==> src/rtl/led_hex_display.sv <==
// Four-digit multiplexed seven-segment driver with a registered display register.
// Define BCD_DISPLAY_EN to show value as decimal 0-255; otherwise it is shown as two hex digits.
module led_hex_display #(
  parameter int SCAN_DIV = 12500
) (
  input  logic       clk,
  input  logic       reset_n,
  input  logic [7:0] value,
  output logic [3:0] an,
  output logic [6:0] seg,
  output logic       dp
);

  localparam int CW = (SCAN_DIV > 1) ? $clog2(SCAN_DIV) : 1;
  localparam logic [CW-1:0] CNT_MAX = CW'(SCAN_DIV - 1);

  logic [CW-1:0] cnt_q;
  logic [1:0]    idx_q;
  logic [15:0]   nib_q, nib_d;
  logic [3:0]    blank_q, blank_d;
  logic [3:0]    an_q, an_d;
  logic [6:0]    seg_q, seg_d;
  logic          dp_q;
  logic [3:0]    sel_nib;

  function automatic logic [6:0] glyph(input logic [3:0] n);
    case (n)
      4'h0: glyph = 7'b1000000;
      4'h1: glyph = 7'b1111001;
      4'h2: glyph = 7'b0100100;
      4'h3: glyph = 7'b0110000;
      4'h4: glyph = 7'b0011001;
      4'h5: glyph = 7'b0010010;
      4'h6: glyph = 7'b0000010;
      4'h7: glyph = 7'b1111000;
      4'h8: glyph = 7'b0000000;
      4'h9: glyph = 7'b0010000;
      4'hA: glyph = 7'b0001000;
      4'hB: glyph = 7'b0000011;
      4'hC: glyph = 7'b1000110;
      4'hD: glyph = 7'b0100001;
      4'hE: glyph = 7'b0000110;
      default: glyph = 7'b0001110;
    endcase
  endfunction

`ifdef BCD_DISPLAY_EN
  typedef enum logic [1:0] {IDLE, SHIFT, DONE} conv_state_e;

  conv_state_e state_q;
  logic [7:0]  src_q;
  logic        src_valid_q;
  logic [7:0]  bin_q;
  logic [11:0] bcd_q;
  logic [2:0]  step_q;
  logic [3:0]  ten_adj, uni_adj;
  logic [3:0]  hun, ten;

  function automatic logic [3:0] add3(input logic [3:0] n);
    add3 = (n >= 4'd5) ? n + 4'd3 : n;
  endfunction

  // Hundreds never exceeds 2 for an 8-bit input, so only tens and units need add-3.
  assign ten_adj = add3(bcd_q[7:4]);
  assign uni_adj = add3(bcd_q[3:0]);
  assign hun     = bcd_q[11:8];
  assign ten     = bcd_q[7:4];

  always_ff @(posedge clk or negedge reset_n) begin
    if (!reset_n) begin
      state_q     <= IDLE;
      src_q       <= 8'h00;
      src_valid_q <= 1'b0;
      bin_q       <= 8'h00;
      bcd_q       <= 12'h000;
      step_q      <= 3'd0;
    end else begin
      case (state_q)
        IDLE: begin
          if (!src_valid_q || (value != src_q)) begin
            src_q       <= value;
            src_valid_q <= 1'b1;
            bin_q       <= value;
            bcd_q       <= 12'h000;
            step_q      <= 3'd0;
            state_q     <= SHIFT;
          end
        end
        SHIFT: begin
          bcd_q  <= {bcd_q[10:8], ten_adj, uni_adj, bin_q[7]};
          bin_q  <= {bin_q[6:0], 1'b0};
          step_q <= step_q + 3'd1;
          if (step_q == 3'd7) state_q <= DONE;
        end
        DONE:    state_q <= IDLE;
        default: state_q <= IDLE;
      endcase
    end
  end

  always_comb begin
    nib_d   = nib_q;
    blank_d = blank_q;
    if (state_q == DONE) begin
      nib_d   = {4'h0, bcd_q};
      blank_d = {1'b1, hun == 4'd0, (hun == 4'd0) && (ten == 4'd0), 1'b0};
    end
  end
`else
  // Reload only on a difference; the register contents are the same either way.
  always_comb begin
    nib_d   = nib_q;
    blank_d = blank_q;
    if ({nib_q, blank_q} != {8'h00, value, 4'b1100}) begin
      nib_d   = {8'h00, value};
      blank_d = 4'b1100;
    end
  end
`endif

  always_ff @(posedge clk or negedge reset_n) begin
    if (!reset_n) begin
      nib_q   <= 16'h0000;
      blank_q <= 4'hF;
    end else begin
      nib_q   <= nib_d;
      blank_q <= blank_d;
    end
  end

  always_ff @(posedge clk or negedge reset_n) begin
    if (!reset_n) begin
      cnt_q <= '0;
      idx_q <= 2'd0;
    end else if (cnt_q == CNT_MAX) begin
      cnt_q <= '0;
      idx_q <= idx_q + 2'd1;
    end else begin
      cnt_q <= cnt_q + 1'b1;
    end
  end

  // The scan samples the display register's incoming contents so a write and its glyph land on one edge.
  assign sel_nib = nib_d[{idx_q, 2'b00} +: 4];

  always_comb begin
    an_d  = 4'hF;
    seg_d = 7'h7F;
    if (!blank_d[idx_q]) begin
      an_d  = ~(4'b0001 << idx_q);
      seg_d = glyph(sel_nib);
    end
  end

  always_ff @(posedge clk or negedge reset_n) begin
    if (!reset_n) begin
      an_q  <= 4'hF;
      seg_q <= 7'h7F;
      dp_q  <= 1'b1;
    end else begin
      an_q  <= an_d;
      seg_q <= seg_d;
      dp_q  <= 1'b1;
    end
  end

  assign an  = an_q;
  assign seg = seg_q;
  assign dp  = dp_q;

endmodule

==> config.mk <==
export PLATFORM = sky130hd
export DESIGN_NAME = led_hex_display
export DESIGN_NICKNAME = d
export VERILOG_FILES = /design/src/rtl/led_hex_display.sv
export SDC_FILE = /design/constraint.sdc
export NUM_CORES = 1
export LEC_CHECK = 0
export ABC_CLOCK_PERIOD_IN_PS = 2130
export BUFFER_PORTS_ARGS = -buffer_cell sky130_fd_sc_hd__buf_2
export CAP_MARGIN = 10
export CORE_UTILIZATION = 36
export DETAILED_ROUTE_END_ITERATION = 12
export GPL_TIMING_DRIVEN = 1
export RECOVER_POWER = 50
export SYNTH_ARGS = -nofsm -noshare
export SYNTH_HDL_FRONTEND = slang
export SYNTH_SLANG_ARGS = --single-unit
==> constraint.sdc <==
create_clock -name clk -period 2.13 [get_ports clk]
set_input_delay 0.3195 -clock clk [delete_from_list [all_inputs] [get_ports clk]]
set_output_delay 0.3195 -clock clk [all_outputs]
set_load 0.005 [all_outputs]
[Word level (Yosys, flattened, before mapping)]
Memory sizes are Yosys's and may differ from the RTL's.
Index checks and enable logic that the tools add are counted.
Operators by class
  add/sub/neg operators: 2
  magnitude comparators: 1
  equality and inequality tests: 2
  shifts and indexed selects: 2
  multiplexer cells: 7
  bitwise gates (word level): 1
Operators with widths (number)
  20-bit by 12-bit != test with 1-bit output: 1
  16-bit 2-to-1 mux: 1
  16-bit by 5-bit variable part select with 4-bit output: 1
  14-bit by 1-bit adder with 14-bit output, second input constant: 1
  14-bit equality test, second input constant: 1
  14-bit 2-to-1 mux: 1
  4-bit 2-to-1 mux: 2
  7-bit 2-to-1 mux: 1
  4-bit NOT: 1
  1-bit by 2-bit left shift with 4-bit output, first input constant: 1
  2-bit by 3-bit < comparator with 1-bit output, second input constant: 1
  2-bit by 1-bit adder with 2-bit output, second input constant: 1
  1-bit binary-select mux with 2-bit select: 1
  1-bit 2-to-1 mux: 1
Word-level totals
  register bits: 47
  bits in read-only memories: 112
  input bits: 10
  output and inout port bits: 12
  word-level logic and storage cells: 22
  memories: 1
Memory list
  (name not given): depth 16, bits a word 7, read ports 1, clocked after Yosys merged registers in 0, write ports 0, line 27  | case (n)

[Longest topological paths before layout]
  depth after elaboration: 5
  gate-level depth with buffers: 8
  mapped depth without buffers: 7

[Worst setup path after synthesis]
No wires, ideal clock.
  path kind: register to register
  start: reg idx_q[0]
  end: reg seg_q[0], in the netlist seg[0]
  setup time: 88 ps
  data arrival time: 1779 ps
  data required time: 2042 ps
  slack: 263 ps
  stages on the path, launching flop included: 9
  path buffers: 1
  period minus slack after synthesis: 1867 ps
  cells stage by stage: dfrtp_1 buf_2 mux2i_1 nor2_1 inv_1 ha_1 nor2_1 nor3_1 or3_1
On the way
  cells in the longest elaborated chain, start to end: 3
  elaborated cells between the ends (all ways): 5
  classes of those cells: shift: 1; mux: 3; memory: 1
Ends and longest elaborated chain
  from (decl): line 18  | logic [1:0] idx_q;
  from (signal assigned): line 137  | idx_q <= idx_q + 2'd1;
  16-bit by 5-bit variable part select with 4-bit output / 1-bit binary-select mux with 2-bit select (equally long branches): line 144, 149
  memory read 16 x 7 bit / 1-bit 2-to-1 mux (equally long branches)
  7-bit 2-to-1 mux (*): line 149  | if (!blank_d[idx_q]) begin
  net seg_d[0]: line 22  | logic [6:0] seg_q, seg_d;
  to (signal assigned): line 162  | seg_q <= seg_d;
  to (decl): line 22
Mark *: on every way through the listed nets, which the timed path passes. The rest lies on a longest branch. The select of a mux whose other input is x is not followed.
A chain may end at the register's enable or synchronous reset.

[Worst setup path after layout]
Ends and elaborated chain as after synthesis.

==> run_results.csv <==
group,metric,value,unit
yosys,synthesis.nets,156,
grt,grt-ovfl-total,0,
yosys,synth_area_per_cell,10.59,µm²
worst_setup_path,critPathMaxFanout,6,
sta,final.min_clock_period,1.952,ns
power,ir_worst_vdd,0.1887,mV
finish,layout-drive-gt1-share,25.95,%
sta,finalCritPeriodShare,91.66,%
sta,rsz0062_at_grt,"false",
routing,drtAntennaViolNets,0,
yosys,synth_area,0.001430,mm²
clock_tree,htreeDepth,1,
floorplanning,core,0.003744,mm²
clock_tree,clkTransAtPathRegs,0.08,ns
routing,via_per_inst,5.063,
clock_tree,cts_sinks,27,
status,status,"finished clean",
worst_setup_path,path_delay_family,"simple AND/OR/NAND/NOR gates",
grt,grt_usage,13.70,%
yosys,synth.area.top_cells,"dfrtp_1, dfstp_2, ha_1",
yosys,yosysTopAreaCellShare,28.00,%
floorplanning,dieWidth,65.03,µm
routing,drc,0,
floorplanning,ios,22,
floorplanning,rows,22,
power,powerDensity,545.4,mW/mm²
yosys,ys_ff_latch,27,
clock_tree,clock_path_buffers,2,
power,intPower,0.0006986,W
worst_setup_path,path_buf_inv,1,
clock_tree,cts_setup_buffers,0,
worst_setup_path,crit_type,"reg2reg",
worst_setup_path,cp_common_cell,"nor2_1",
worst_setup_path,timing.critical_path.to_type,"flop",
clock_tree,cts_tree,"built",
yosys,ys_warn_count,0,
power,swShare,21.50,%
routing,drt-total-wl,2.543,mm
floorplanning,fp.dieH,65.03,µm
yosys,synth_edf_count,0,
grt,grt_pass1_wl,4.443,mm
worst_setup_path,crit_chain,"mux2i_1 > nor2_1 > inv_1 > ha_1 > nor2_1 > nor3_1 > or3_1",
sta,slew_headroom,8.572,%
grt,grt_max_degree,28,
yosys,synth.largest_area_cell,"dfrtp_1",
power,pwr-share-comb,8.9,%
min_path,min_path_type,"in2async",
routing,routedWlPerCell,12.34,µm
yosys,async_flop_share,100.0,%
routing,drt_iter0_markers,31,
sta,fmax,512.2,MHz
finish,area_delta_synth_final,14.09,%
sta,hold_viol_final,0,
finish,final_core_util,43.58,%
sta,setup-violations-final,0,
placement,hpwl,1.961,mm
clock_tree,cts_buffers,3,
power,p_sw,0.0001913,W
worst_setup_path,crit_path_start_kind,"flop",
worst_setup_path,arrival,2.14,ns
finish,stdcell_area,0.001632,mm²
power,leakage,0.7142,nW
worst_setup_path,slowest_stage,"dfrtp_1",
power,pwr-share-clk,31.0,%
grt,antenna_found_initial,0,
clock_tree,root_buffer,"clkbuf_8",
sta,setup_tns,0,ns
yosys,syn_inst,135,
placement,place_congestion,0.8749,
floorplanning,start_util,38.20,%
sta,skew,0.003577,ns
worst_setup_path,critPathRequiredTime,2.32,ns
sta,hold_slack,0.3515,ns
grt,grt_pass1_vias,1013,
run,maxCapViolations,0,
placement,io_buffers,20,
routing,firstDrtPassIters,4,
placement,placed_area,0.001585,mm²
power,power_frac_seq,60.1,%
yosys,synth-main-ff-cell,"dfrtp_1",
yosys,yosysSeqAreaShare,48.21,%
sta,tightest_slew,1.371,ns
finish,num-nets-final,180,
worst_setup_path,critPathMaxStageDelay,0.46,ns
finish,antennaDiodeCount,0,
floorplanning,fp.dieArea,0.004229,mm²
yosys,post_synth_num_cell_types,36,
sta,slew_viol_final,0,
clock_tree,clkLatencyLatePin,0.26,ns
routing,vias,1043,
yosys,yosys-top-cells-count,"dfrtp_1, nor2_1, nand2_1",
==> layer usage <==
layer	wire length, µm	GRT usage, %	vias to the layer above
met1	1106	16.63	497
met2	1311	23.57	29
met3	76	1.585	4
met4	48	7.337	0
li1	-	-	513
met5	0	0	-
==> sequential cells by signal, indices dropped and copies added (netlist names) <==
signal  cells
an          4
cnt_q      14
idx_q       2
seg         7
==> path summary, 6_finish.rpt <==
path | start | end | slack (ns) | depth (start not counted)
worst max-delay path | idx_q[0] | seg[0] | 0.18 | 7
worst min-delay path | reset_n | cnt_q[13] | 0.35 | 1
worst max register to register | idx_q[0] | seg[0] | 0.18 | 7
worst min register to register | cnt_q[0] | cnt_q[0] | 0.52 | 1
max in group asynchronous | reset_n | cnt_q[7] | 0.98 | 1
min in group clk | value[3] | seg[6] | 0.48 | 3
==> cells by family (layout without fill, tap and decap cells) <==
kind of cell,after synthesis,after routing,synth area share [%]
XOR/XNOR,12,12,7.349
AND/OR/NAND/NOR,53,53,19.16
other,1,1,0.2622
adder cells (fa/ha/maj),11,11,9.624
flip-flops,27,27,48.21
buffers and inverters,9,32,3.237
AO/OA/AOI/OAI,14,14,6.386
multiplexers,8,8,5.774
==> power groups by stage <==
stage	clock [W]	combinational (W)	sequential [W]
after floorplan	0	0.0000392	0.000547
after global placement	0	0.0000785	0.000544
after detailed placement	0	0.0000809	0.000545
after CTS	0.000288	0.0000810	0.000535
after global routing	0.000306	0.0000919	0.000536
final	0.000276	0.0000795	0.000535
==> cell usage in the layout, fill, tap and decap left out, drive strengths merged, types with 2 or more instances in the layout <==
cell and instances:
a21oi 2, a31oi 2, buf 22, clkbuf 5, dfrtp 16, dfstp 11, ha 11, inv 5
mux2 2, mux2i 6, nand2 15, nand3 5, nand4 3, nor2 16, nor3 3, nor4 3
o211ai 2, o21ai 5, or4b 2, xnor2 5, xor2 7
==> stage by stage <==
| stage | worst slack [ns] | instances | power (W) |
|---|---|---|---|
| 4_1_cts | 0.1499 | 206 | 0.0009040 |
| 2_1_floorplan | 0.2626 | 135 | 0.0005859 |
| 3_5_place_dp | 0.1633 | 202 | 0.0006257 |
| 6_report | 0.1776 | 206 | 0.0008899 |
| 3_3_place_gp | 0.2645 | 202 | 0.0006225 |
| 5_1_grt | 0.008258 | 206 | 0.0009338 |
==> layout make-up <==
type	instances	area (µm²)
flip-flops and latches	27	689.4
repair buffers	23	121.4
fillers	390	2112
multi-input cells	99	696.9
clock buffers	4	45.04
well taps	48	60.06
inverters	5	18.77
==> what timing repair did <==
item                       CTS  global route
hold buffers                 0             0
setup endpoints to repair    0             1
gates resized for setup      0             1
Note: power is estimated with default switching activity, not from simulation.
